File: src/rtl/nettlp_cmd_pkg.sv
`default_nettype none
// ============================================================================
//  Module   : nettlp_cmd_pkg
//  Purpose  : Shared types and constants for the NetTLP command path:
//             the command FIFO entry layout, opcode values, and the header
//             constants used by the ingress parser.
//  Revision : 1.0  initial release
// ============================================================================
package nettlp_cmd_pkg;

    // One entry of the command input FIFO feeding nettlp_cmd_core.
    typedef struct packed {
        logic [7:0]  opcode;
        logic [15:0] dwaddr;
        logic [31:0] data;
    } FIFO_NETTLP_CMD_T;

    localparam logic [7:0] NETTLP_OPC_NOP    = 8'h00;
    localparam logic [7:0] NETTLP_OPC_REG_RD = 8'h01;
    localparam logic [7:0] NETTLP_OPC_REG_WR = 8'h02;

    localparam logic [15:0] ETHERTYPE_IPV4 = 16'h0800;
    localparam logic [7:0]  IP_PROTO_UDP   = 8'd17;
    localparam logic [7:0]  IP_VER_IHL     = 8'h45;

    // Beats of 8 bytes needed to reach byte 49, the last command byte.
    localparam int NETTLP_CMD_MIN_BEATS = 7;

endpackage
`default_nettype wire

File: src/rtl/nettlp_cmd_rx.sv
`default_nettype none
// ============================================================================
//  Module   : nettlp_cmd_rx
//  Purpose  : Ingress parser for NetTLP register-access command packets.
//             Checks the Ethernet/IPv4/UDP header beat by beat, captures
//             opcode/dwaddr/data from the UDP payload and writes one command
//             FIFO entry per valid frame. Every other frame is dropped and
//             counted. The MAC is never backpressured.
//  Ports    : clk, rst                 clock, synchronous active-high reset
//             s_axis_*                 64-bit MAC receive stream
//             local_ip                 adapter IPv4 address (host order)
//             fifo_cmd_o_wr_en/full/din  command FIFO write side
//             cnt_accepted/cnt_dropped   wrapping frame counters
//  Revision : 1.0  initial release
// ============================================================================
module nettlp_cmd_rx
    import nettlp_cmd_pkg::*;
#(
    parameter logic [15:0] CMD_UDP_PORT = 16'h3775,
    parameter int          MIN_BEATS    = NETTLP_CMD_MIN_BEATS
) (
    input  logic             clk,
    input  logic             rst,
    input  logic [63:0]      s_axis_tdata,
    input  logic [7:0]       s_axis_tkeep,
    input  logic             s_axis_tvalid,
    input  logic             s_axis_tlast,
    input  logic             s_axis_tuser,
    output logic             s_axis_tready,
    input  logic [31:0]      local_ip,
    output logic             fifo_cmd_o_wr_en,
    input  logic             fifo_cmd_o_full,
    output FIFO_NETTLP_CMD_T fifo_cmd_o_din,
    output logic [31:0]      cnt_accepted,
    output logic [31:0]      cnt_dropped
);

    localparam logic [1:0] S_IDLE = 2'd0;
    localparam logic [1:0] S_RECV = 2'd1;
    localparam logic [1:0] S_DROP = 2'd2;

    // Index of the earliest beat on which tlast may complete a command.
    localparam logic [2:0] c_LAST_MIN = 3'(MIN_BEATS - 1);

    logic [1:0]       r_state;
    logic [2:0]       r_beat_cnt;
    logic             r_wr_en;
    FIFO_NETTLP_CMD_T r_hold;
    logic [31:0]      r_cnt_acc;
    logic [31:0]      r_cnt_drop;

    logic             w_field_ok;
    logic             w_pass;
    logic [2:0]       w_cnt_inc;

    // tkeep carries no information here, and byte 43 (tdata[31:24] on
    // beat 5) is the reserved payload byte; those bits are the only ones
    // never looked at.
    logic w_unused;
    assign w_unused = ^{s_axis_tkeep, s_axis_tdata[31:24]};

    assign s_axis_tready    = ~rst;
    assign fifo_cmd_o_wr_en = r_wr_en;
    // The holding register is the FIFO data: beat 5 of the next frame is
    // at least 5 cycles after the write strobe, so it is stable when read.
    assign fifo_cmd_o_din   = r_hold;
    assign cnt_accepted     = r_cnt_acc;
    assign cnt_dropped      = r_cnt_drop;

    assign w_cnt_inc = (r_beat_cnt == 3'd7) ? 3'd7 : r_beat_cnt + 3'd1;

    // Header checks on the beat that carries each field. Byte n of the
    // frame is at tdata[8*(n%8) +: 8] of beat n/8; multi-byte fields are
    // big-endian on the wire.
    always_comb begin
        w_field_ok = 1'b1;
        case (r_beat_cnt)
            3'd1: w_field_ok = ({s_axis_tdata[39:32], s_axis_tdata[47:40]} == ETHERTYPE_IPV4)
                            && (s_axis_tdata[55:48] == IP_VER_IHL);
            3'd2: w_field_ok = (s_axis_tdata[63:56] == IP_PROTO_UDP);
            3'd3: w_field_ok = ({s_axis_tdata[55:48], s_axis_tdata[63:56]} == local_ip[31:16]);
            3'd4: w_field_ok = ({s_axis_tdata[7:0], s_axis_tdata[15:8]} == local_ip[15:0])
                            && ({s_axis_tdata[39:32], s_axis_tdata[47:40]} == CMD_UDP_PORT);
            default: w_field_ok = 1'b1;
        endcase
    end

    assign w_pass = (r_beat_cnt >= c_LAST_MIN) && w_field_ok
                 && !s_axis_tuser && !fifo_cmd_o_full;

    always_ff @(posedge clk) begin
        if (rst) begin
            r_state    <= S_IDLE;
            r_beat_cnt <= 3'd0;
            r_wr_en    <= 1'b0;
            r_hold     <= '0;
            r_cnt_acc  <= 32'd0;
            r_cnt_drop <= 32'd0;
        end else begin
            r_wr_en <= 1'b0;
            if (s_axis_tvalid) begin
                case (r_state)
                    S_IDLE: begin
                        if (s_axis_tlast) begin
                            r_cnt_drop <= r_cnt_drop + 32'd1;
                        end else begin
                            r_state    <= S_RECV;
                            r_beat_cnt <= 3'd1;
                        end
                    end
                    S_RECV: begin
                        if (r_beat_cnt == 3'd5) begin
                            r_hold.opcode      <= s_axis_tdata[23:16];
                            r_hold.dwaddr      <= {s_axis_tdata[39:32], s_axis_tdata[47:40]};
                            r_hold.data[31:16] <= {s_axis_tdata[55:48], s_axis_tdata[63:56]};
                        end
                        if (r_beat_cnt == 3'd6) begin
                            r_hold.data[15:0]  <= {s_axis_tdata[7:0], s_axis_tdata[15:8]};
                        end
                        if (s_axis_tlast) begin
                            if (w_pass) begin
                                r_wr_en   <= 1'b1;
                                r_cnt_acc <= r_cnt_acc + 32'd1;
                            end else begin
                                r_cnt_drop <= r_cnt_drop + 32'd1;
                            end
                            r_state    <= S_IDLE;
                            r_beat_cnt <= 3'd0;
                        end else begin
                            if (!w_field_ok) begin
                                r_state <= S_DROP;
                            end
                            r_beat_cnt <= w_cnt_inc;
                        end
                    end
                    S_DROP: begin
                        if (s_axis_tlast) begin
                            r_cnt_drop <= r_cnt_drop + 32'd1;
                            r_state    <= S_IDLE;
                            r_beat_cnt <= 3'd0;
                        end else begin
                            r_beat_cnt <= w_cnt_inc;
                        end
                    end
                    default: begin
                        r_state    <= S_IDLE;
                        r_beat_cnt <= 3'd0;
                    end
                endcase
            end
        end
    end

endmodule
`default_nettype wire

File: config.mk
export PLATFORM = sky130hd
export DESIGN_NAME = nettlp_cmd_rx
export DESIGN_NICKNAME = d
export VERILOG_FILES = /design/src/rtl/nettlp_cmd_pkg.sv /design/src/rtl/nettlp_cmd_rx.sv
export SDC_FILE = /design/constraint.sdc
export NUM_CORES = 1
export LEC_CHECK = 0
export ABC_AREA = 1
export CELL_PAD_IN_SITES_DETAIL_PLACEMENT = 1
export CELL_PAD_IN_SITES_GLOBAL_PLACEMENT = 2
export CORE_AREA = 3 3 259 134
export CTS_BUF_LIST = sky130_fd_sc_hd__clkbuf_8
export DETAILED_ROUTE_END_ITERATION = 16
export DIE_AREA = 0 0 262 137
export PLACE_DENSITY = 0.83
export SLEW_MARGIN = 20
export SYNTH_ARGS = -nofsm -noshare
export SYNTH_HDL_FRONTEND = slang
export SYNTH_SLANG_ARGS = --single-unit
File: constraint.sdc
create_clock -name clk -period 1.85 [get_ports clk]
set_input_delay 0.2775 -clock clk [delete_from_list [all_inputs] [get_ports clk]]
set_output_delay 0.2775 -clock clk [all_outputs]
set_load 0.05 [all_outputs]
==> metrics.txt, run 1 <==
clk_lat worst skew 0.49 ns; Layout Skew 0.0148 ns; Yosys top cell by area dfxtp_1; Initial DRC Count 453; Mapped Cells 1131; sequential share of the synthesized area 35.4%; placed cell area 10400 sq um; Starting Density 21.8%; via/cell ratio 4.54; outcome complete, but fails checks; WL per Instance 16.7 microns; final setup fails 67; Hold Crit Class in2reg; nets 1565; final setup margin -0.229 ns; Fin Setup TNS -11.63 ns; Netlist cell types 32; Layout area overhead 59.1%; die area 35900 sq um; violated checks negative setup slack; Syn Area/Cell 6.30 sq um; CP Launch Type flop; core area 32700 sq um; largest net degree at the start of global routing 58; final WL 31.8 mm; H-tree levels 4; CTS root buffer clkbuf_8; Final Power 0.00591 W; Final ANT Viol Nets 0; dominant synthesized flop cell dfxtp_1; Row Count 47; Post-synth top cells 267 x nand2_1, 200 x nor2_1, 139 x inv_1; Synth area leaders dfxtp_1 35%, nand2_1 14%, nor2_1 11%; Max Root-Sink Buffers 2; Max-cap violations 0; Arrival @ worst endpoint 2.42 ns; Post-Place Worst Slack -0.534 ns; share of post-route cells with drive strength above 1 22.8%; fmax 0.481 GHz; count leader, synth nand2_1; synthesized area 7130 sq um; PortBufs 215; fill cell count 4130; crit share post-route 112%; Detailed Place HPWL 23.5 mm; pwr dens 521 nW/um^2; Die Y-Extent 137 microns; FFs w/ async S/R, synth 0%; register area 2560 sq um; initial antenna violation count 2; unrepaired setup endpoints after global routing true; Setup CP Type reg2reg; max-slew violation count 0; normalized max-slew margin 64.6%; CTS clock-pin slew for the worst setup and hold paths 0.08 ns; Synth Register Bits 126; GRT Util Overall 17.3%; Hold Fails Final Rpt 0; placed cells 1846; area occupied by multi-input gates 4110 sq um; # DRC 0; number of I/O pins 232; hold_buf cts 0; drt first pass iters 4; WP data required 2.19 ns; actual slew at the worst max-slew pin 0.533 ns; Sink Count 126; Cell Count, Final, Fillers Out 1901; Placer Congestion 0.917; final worst path period need 2.08 ns; first-pass GRT wire length 48.6 mm; Finished Cell Area 11300 sq um; total gr overflow 0; Setup crit end kind flop; Max IR drop VDD 0.335 mV; Max FO, Critical Path 8; synth warn 0; Die Wd 262 microns; vias after detailed routing 8623; vias in the first global route 8898; Leak Pwr 5.08 nW; CTS buffer count 17; number of flops mapped to enable cells by yosys 0; top cell type's share of synthesized area 35.4%; CTS tree done; Syn Nets 1251
where the power goes:
part           internal [W]  leakage [nW]  total (W)  switching [W]
clock network       0.00107         0.199    0.00229        0.00121
logic              0.000437          3.85   0.000891       0.000454
registers           0.00272          1.03    0.00273      0.0000128
total               0.00423          5.08    0.00591        0.00168
registers in the layout (all words and copies together) (netlist names):
name	flops
r_beat_cnt	3
r_state	2
cnt_dropped	32
fifo_cmd_o_din	56
cnt_accepted	32
fifo_cmd_o_wr_en	1
final timing paths:
path / startpoint / end / slack [ns] / cells past startpoint
max: r_beat_cnt[1] / cnt_accepted[4] / -0.23 / 15
min: s_axis_tdata[16] / fifo_cmd_o_din[48] / 0.42 / 3
max reg2reg: r_beat_cnt[1] / cnt_accepted[4] / -0.23 / 15
min reg2reg: fifo_cmd_o_din[34] / fifo_cmd_o_din[34] / 0.48 / 2
metrics by stage:
stage          util [%]  hold slack [ns]
2_1_floorplan         -            0.412
3_3_place_gp       31.8            0.465
3_5_place_dp       31.8            0.474
4_1_cts            33.6            0.380
5_1_grt            34.7            0.392
6_report           34.7            0.424
routing by layer:
layer  GRT usage (%)  up-vias  share of wire (%)
li1                -     4256                  -
met5               0        -                  0
met2            32.4      129                 53
met3            2.72       42                2.5
met1            20.3     4196                 42
met4            5.62        0                2.2
cell families (layout without fill, tap and decap cells):
group | count (synthesis) | after routing | share of synthesized area (%)
AOI/OAI and AO/OA | 130 | 130 | 9.50
DFF | 126 | 126 | 35.4
buffers and inverters | 192 | 519 | 10.6
other | 0 | 2 | 0
adders and majority gates | 10 | 10 | 1.76
xor gates and xnor gates | 34 | 34 | 4.18
and+or+nand+nor | 639 | 639 | 38.6
cell usage in the layout, fill, tap and decap left out, types with 4 or more instances in the layout:
cell / synthesis / routed
nand2_1: 267 / 249
nor2_1: 200 / 193
buf_4: 2 / 181
inv_1: 139 / 137
dfxtp_1: 126 / 103
clkdlybuf4s50_1: 0 / 93
nand4_1: 66 / 66
a21oi_1: 65 / 63
o21ai_0: 62 / 62
nand3_1: 61 / 46
dlygate4sd2_1: 0 / 39
nor3_1: 26 / 26
clkbuf_8: 0 / 22
dfxtp_2: 0 / 21
xor2_1: 18 / 18
xnor2_1: 16 / 16
buf_12: 0 / 15
nand2_2: 0 / 14
nand3_2: 2 / 13
inv_2: 5 / 9
nor2_2: 1 / 7
buf_6: 1 / 7
ha_1: 10 / 6
clkinv_2: 0 / 5
clkbuf_16: 0 / 5
nand3_4: 0 / 4
nand2_4: 1 / 4
or2_2: 4 / 4
critical path, stage by stage, from the launching register on:
cell	delay, ns
dfxtp_4	0.39
inv_4	0.05
ha_4	0.15
nand2_2	0.06
inv_2	0.04
buf_4	0.12
nor3_1	0.17
nand2_1	0.08
nand2_1	0.08
nor2_2	0.05
nand3_4	0.12
buf_6	0.12
nand3_4	0.15
clkbuf_16	0.24
nand2_1	0.06
a21oi_1	0.06
layout make-up:
| type | instances | share of cell area, % |
|---|---|---|
| clock inverter | 10 | 0.419 |
| inverter | 144 | 4.81 |
| multi-input combinational | 813 | 36.2 |
| timing repair buffer | 343 | 28.4 |
| tap | 441 | 4.86 |
| clock buffer | 22 | 2.67 |
| sequential | 126 | 22.5 |
| antenna | 2 | 0.0441 |
what timing repair did:
item,CTS,global route
resized for setup,73,44
setup buffers,6,6
endpoints found under the setup margin,106,88
cloned,3,6
pin swaps,4,13
Power figures use the tool's default switching activity.
==> inputs of run 2 (changes only) <==
CORE_AREA = 8 8 264 139   (was 3 3 259 134)
DIE_AREA = 0 0 272 147   (was 0 0 262 137)
==> run 2 against run 1 <==
The flow still finishes with violations (negative setup slack). Clock skew down 0.0030 ns. Via count hardly changed. Critical path depth rose by 2. Global-route usage shrank 1.3 points. Largest cell class unchanged.
==> metrics.txt, run 2 (synthesis results as in run 1) <==
outcome complete, but fails checks; violated checks negative setup slack; P_int 0.00490 W (+16%); number of I/O pins 232 (unchanged); Max FO, Critical Path 3 (-5); Layout area overhead 62.9%; die area 40000 sq um (+11%); reg2reg start r_beat_cnt[1]; fmax 0.466 GHz (-3.2%); actual slew at the worst max-slew pin 0.580 ns (+0.0470 ns); Detailed Place HPWL 24.8 mm (+5.6%); WP buf/inv 7 (+2); switching power 0.00176 W (+4.9%); Post-Place Worst Slack -1.02 ns (-0.485 ns); clock network power share 45.3% (+6.6 points); WP depth 17 (+2); final setup fails 67 (unchanged); CTS clock-pin slew for the worst setup and hold paths 0.08 ns (about the same); Row Count 48 (+2.1%); CTS root buffer clkbuf_8; CP Launch Type flop; switching share of total power 26.4% (-2.0 points); final worst path period need 2.15 ns (+0.0683 ns); max-slew violation count 0 (unchanged); grt met1 use 21.5% (+1.2 points); pwr dens 574 nW/um^2 (+10%); Max-cap violations 0 (unchanged); drt first pass iters 4 (unchanged); Placer Congestion 0.807 (-12%); CP Cell Sequence buf_6 > inv_4 > ha_4 > nand2_2 > inv_2 > buf_4 > nor3_2 > nand2_1 > nand2_2 > nor2_4 > nand3_4 > buf_6 > buf_4 > buf_4 > nand2_4 > nand3_1 > a21oi_2; Max IR drop VDD 0.416 mV (+24%); register area 2550 sq um (-0.20%); core area 33300 sq um (+1.9%); via/cell ratio 4.50 (-0.79%); clk_lat worst skew 0.48 ns (about the same); Setup crit end kind flop; CTS tree done; max reg flops 56 (unchanged); unrepaired setup endpoints after global routing true; first-pass GRT wire length 50.4 mm (+3.7%); Logic pwr share 13.7% (-1.4 points); Hold Path Origin s_axis_tdata[5]; RR Endpoint r_state[0]; placed cells 1863 (+0.92%); Largest stage delay, worst path 0.33 ns (-0.06 ns); commonest non-fill, non-tap cells in the layout 242 x nand2_1, 192 x buf_4, 188 x nor2_1; WL per Instance 17.7 microns (+5.8%); CP endpoint r_state[0]; total gr overflow 0 (unchanged); CTS buffer count 17 (unchanged); Reg power frac 41.0% (-5.2 points); crit share post-route 116% (+3.7 points); Arrival @ worst endpoint 2.56 ns (+0.14 ns); met3 usage 3.54% (+0.82 points); WP data required 2.26 ns (+0.07 ns); Die Wd 272 microns (+3.8%); final WL 33.9 mm (+6.6%); worst r2r path cells 17 (+2); Setup CP Type reg2reg; fill cell count 4171 (+0.99%); Hold Crit Class in2reg; largest net degree at the start of global routing 54 (-6.9%); Starting Density 21.4% (-0.42 points); CP delay by family, top buffers and inverters; normalized max-slew margin 61.0% (-3.6 points); r2r setup slk -0.30 ns (-0.07 ns); met2 Resource Use GR 25.6% (-6.8 points); vias after detailed routing 8627 (+0.046%); area occupied by multi-input gates 4210 sq um (+2.5%); Max Root-Sink Buffers 2 (unchanged); worst hold slack 0.391 ns (-0.0330 ns); Hold Fails Final Rpt 0 (unchanged); # DRC 0 (unchanged); vias in the first global route 8721 (-2.0%); hold path depth 3 (unchanged); Sink Count 126 (unchanged); leading cell type in the layout, fill and taps excluded nand2_1; Crit. Startpoint r_beat_cnt[1]; Die Y-Extent 147 microns (+7.3%); Cell Count, Final, Fillers Out 1917 (+0.84%); H-tree levels 4 (unchanged); Leak Pwr 5.15 nW (+1.4%); slowest CP cell dfxtp_2; Layout Skew 0.0118 ns (-0.00301 ns); initial antenna violation count 3 (+1); Critical Path Most Common Cell buf_4; share of post-route cells with drive strength above 1 25.0% (+2.2 points); final setup margin -0.297 ns (-0.0683 ns); nets 1571 (+0.38%); Initial DRC Count 426 (-6.0%); GRT Util Overall 16.1% (-1.3 points); PortBufs 215 (unchanged); GR peak layer met2; Final ANT Viol Nets 0 (unchanged)
[run 2: cell types whose count changed in the layout (fill, tap and decap cells not counted), moves of 3 or more]
cell | previous run | this run
nand2_1 | 249 | 242
nand3_1 | 46 | 39
nand2_2 | 14 | 22
nand3_2 | 13 | 19
nor2_1 | 193 | 188
buf_4 | 181 | 192
dlygate4sd2_1 | 39 | 34
clkinv_2 | 5 | 2
nor2_4 | 1 | 6
bufinv_16 | 0 | 5
nor3_1 | 26 | 23
[run 2: area by class of cell]
| type | count | area share [%] |
|---|---|---|
| Multi-Input combinational cell | 813 | 36.3 |
| Tap cell | 450 | 4.85 |
| Sequential cell | 126 | 22.0 |
| Clock inverter | 11 | 1.61 |
| Clock buffer | 21 | 2.49 |
| Antenna cell | 3 | 0.0646 |
| Timing Repair Buffer | 349 | 28.1 |
| Inverter | 144 | 4.70 |
[run 2: metrics by stage]
| stage | total power (W) | utilization [%] | TNS (ns) | area, sq um |
|---|---|---|---|---|
| final | 0.00666 | 34.8 | -14.84 | 11600 |
| after global placement | 0.00360 | 31.5 | -62.61 | 10500 |
| after floorplan | 0.00312 | - | 0 | 7150 |
| after detailed placement | 0.00363 | 31.5 | -69.87 | 10500 |
| after global routing | 0.00698 | 34.8 | -24.36 | 11600 |
| after CTS | 0.00675 | 33.4 | -18.87 | 11100 |
[run 2: repair_timing]
| action | CTS | global route |
|---|---|---|
| hold buffers | 0 | 0 |
| cloned | 3 | 8 |
| endpoints found under the setup margin | 101 | 107 |
| gates resized for setup | 57 | 79 |
| endpoints found under the hold margin | 0 | 0 |
| buffers inserted | 7 | 2 |
| pin swaps | 5 | 14 |
[run 2: worst reg2reg max path, cell delays in order, from the launching register on]
cell and delay [ns]:
dfxtp_2 0.33, buf_6 0.12, inv_4 0.05, ha_4 0.12
nand2_2 0.05, inv_2 0.08, buf_4 0.11, nor3_2 0.03
nand2_1 0.09, nand2_2 0.07, nor2_4 0.13, nand3_4 0.13
buf_6 0.16, buf_4 0.12, buf_4 0.13, nand2_4 0.08
nand3_1 0.10, a21oi_2 0.17
[run 2: how the worst min path moves through the flow]
stage                         end  slack (ns)
6_report       fifo_cmd_o_din[13]        0.39
5_1_grt        fifo_cmd_o_din[13]        0.37
4_1_cts        fifo_cmd_o_din[13]        0.34
3_5_place_dp   fifo_cmd_o_din[40]        0.48
3_3_place_gp   fifo_cmd_o_din[46]        0.46
2_1_floorplan  fifo_cmd_o_din[16]        0.41
[run 2: power by group through the flow]
stage               Combinational [W]  Sequential [W]  Clock [W]
floorplan                    0.000302         0.00282          0
global placement             0.000809         0.00279          0
detailed placement           0.000830         0.00280          0
CTS                          0.000878         0.00273    0.00314
global route                 0.000990         0.00273    0.00325
finish                       0.000911         0.00273    0.00302
[run 2: per-layer routing]
metal | wire length, microns | vias up | share of wire [%]
li1 | - | 4269 | -
met4 | 291 | 0 | 0.86
met2 | 15800 | 146 | 47
met5 | 0 | - | 0
met3 | 1250 | 24 | 3.7
met1 | 16600 | 4188 | 49
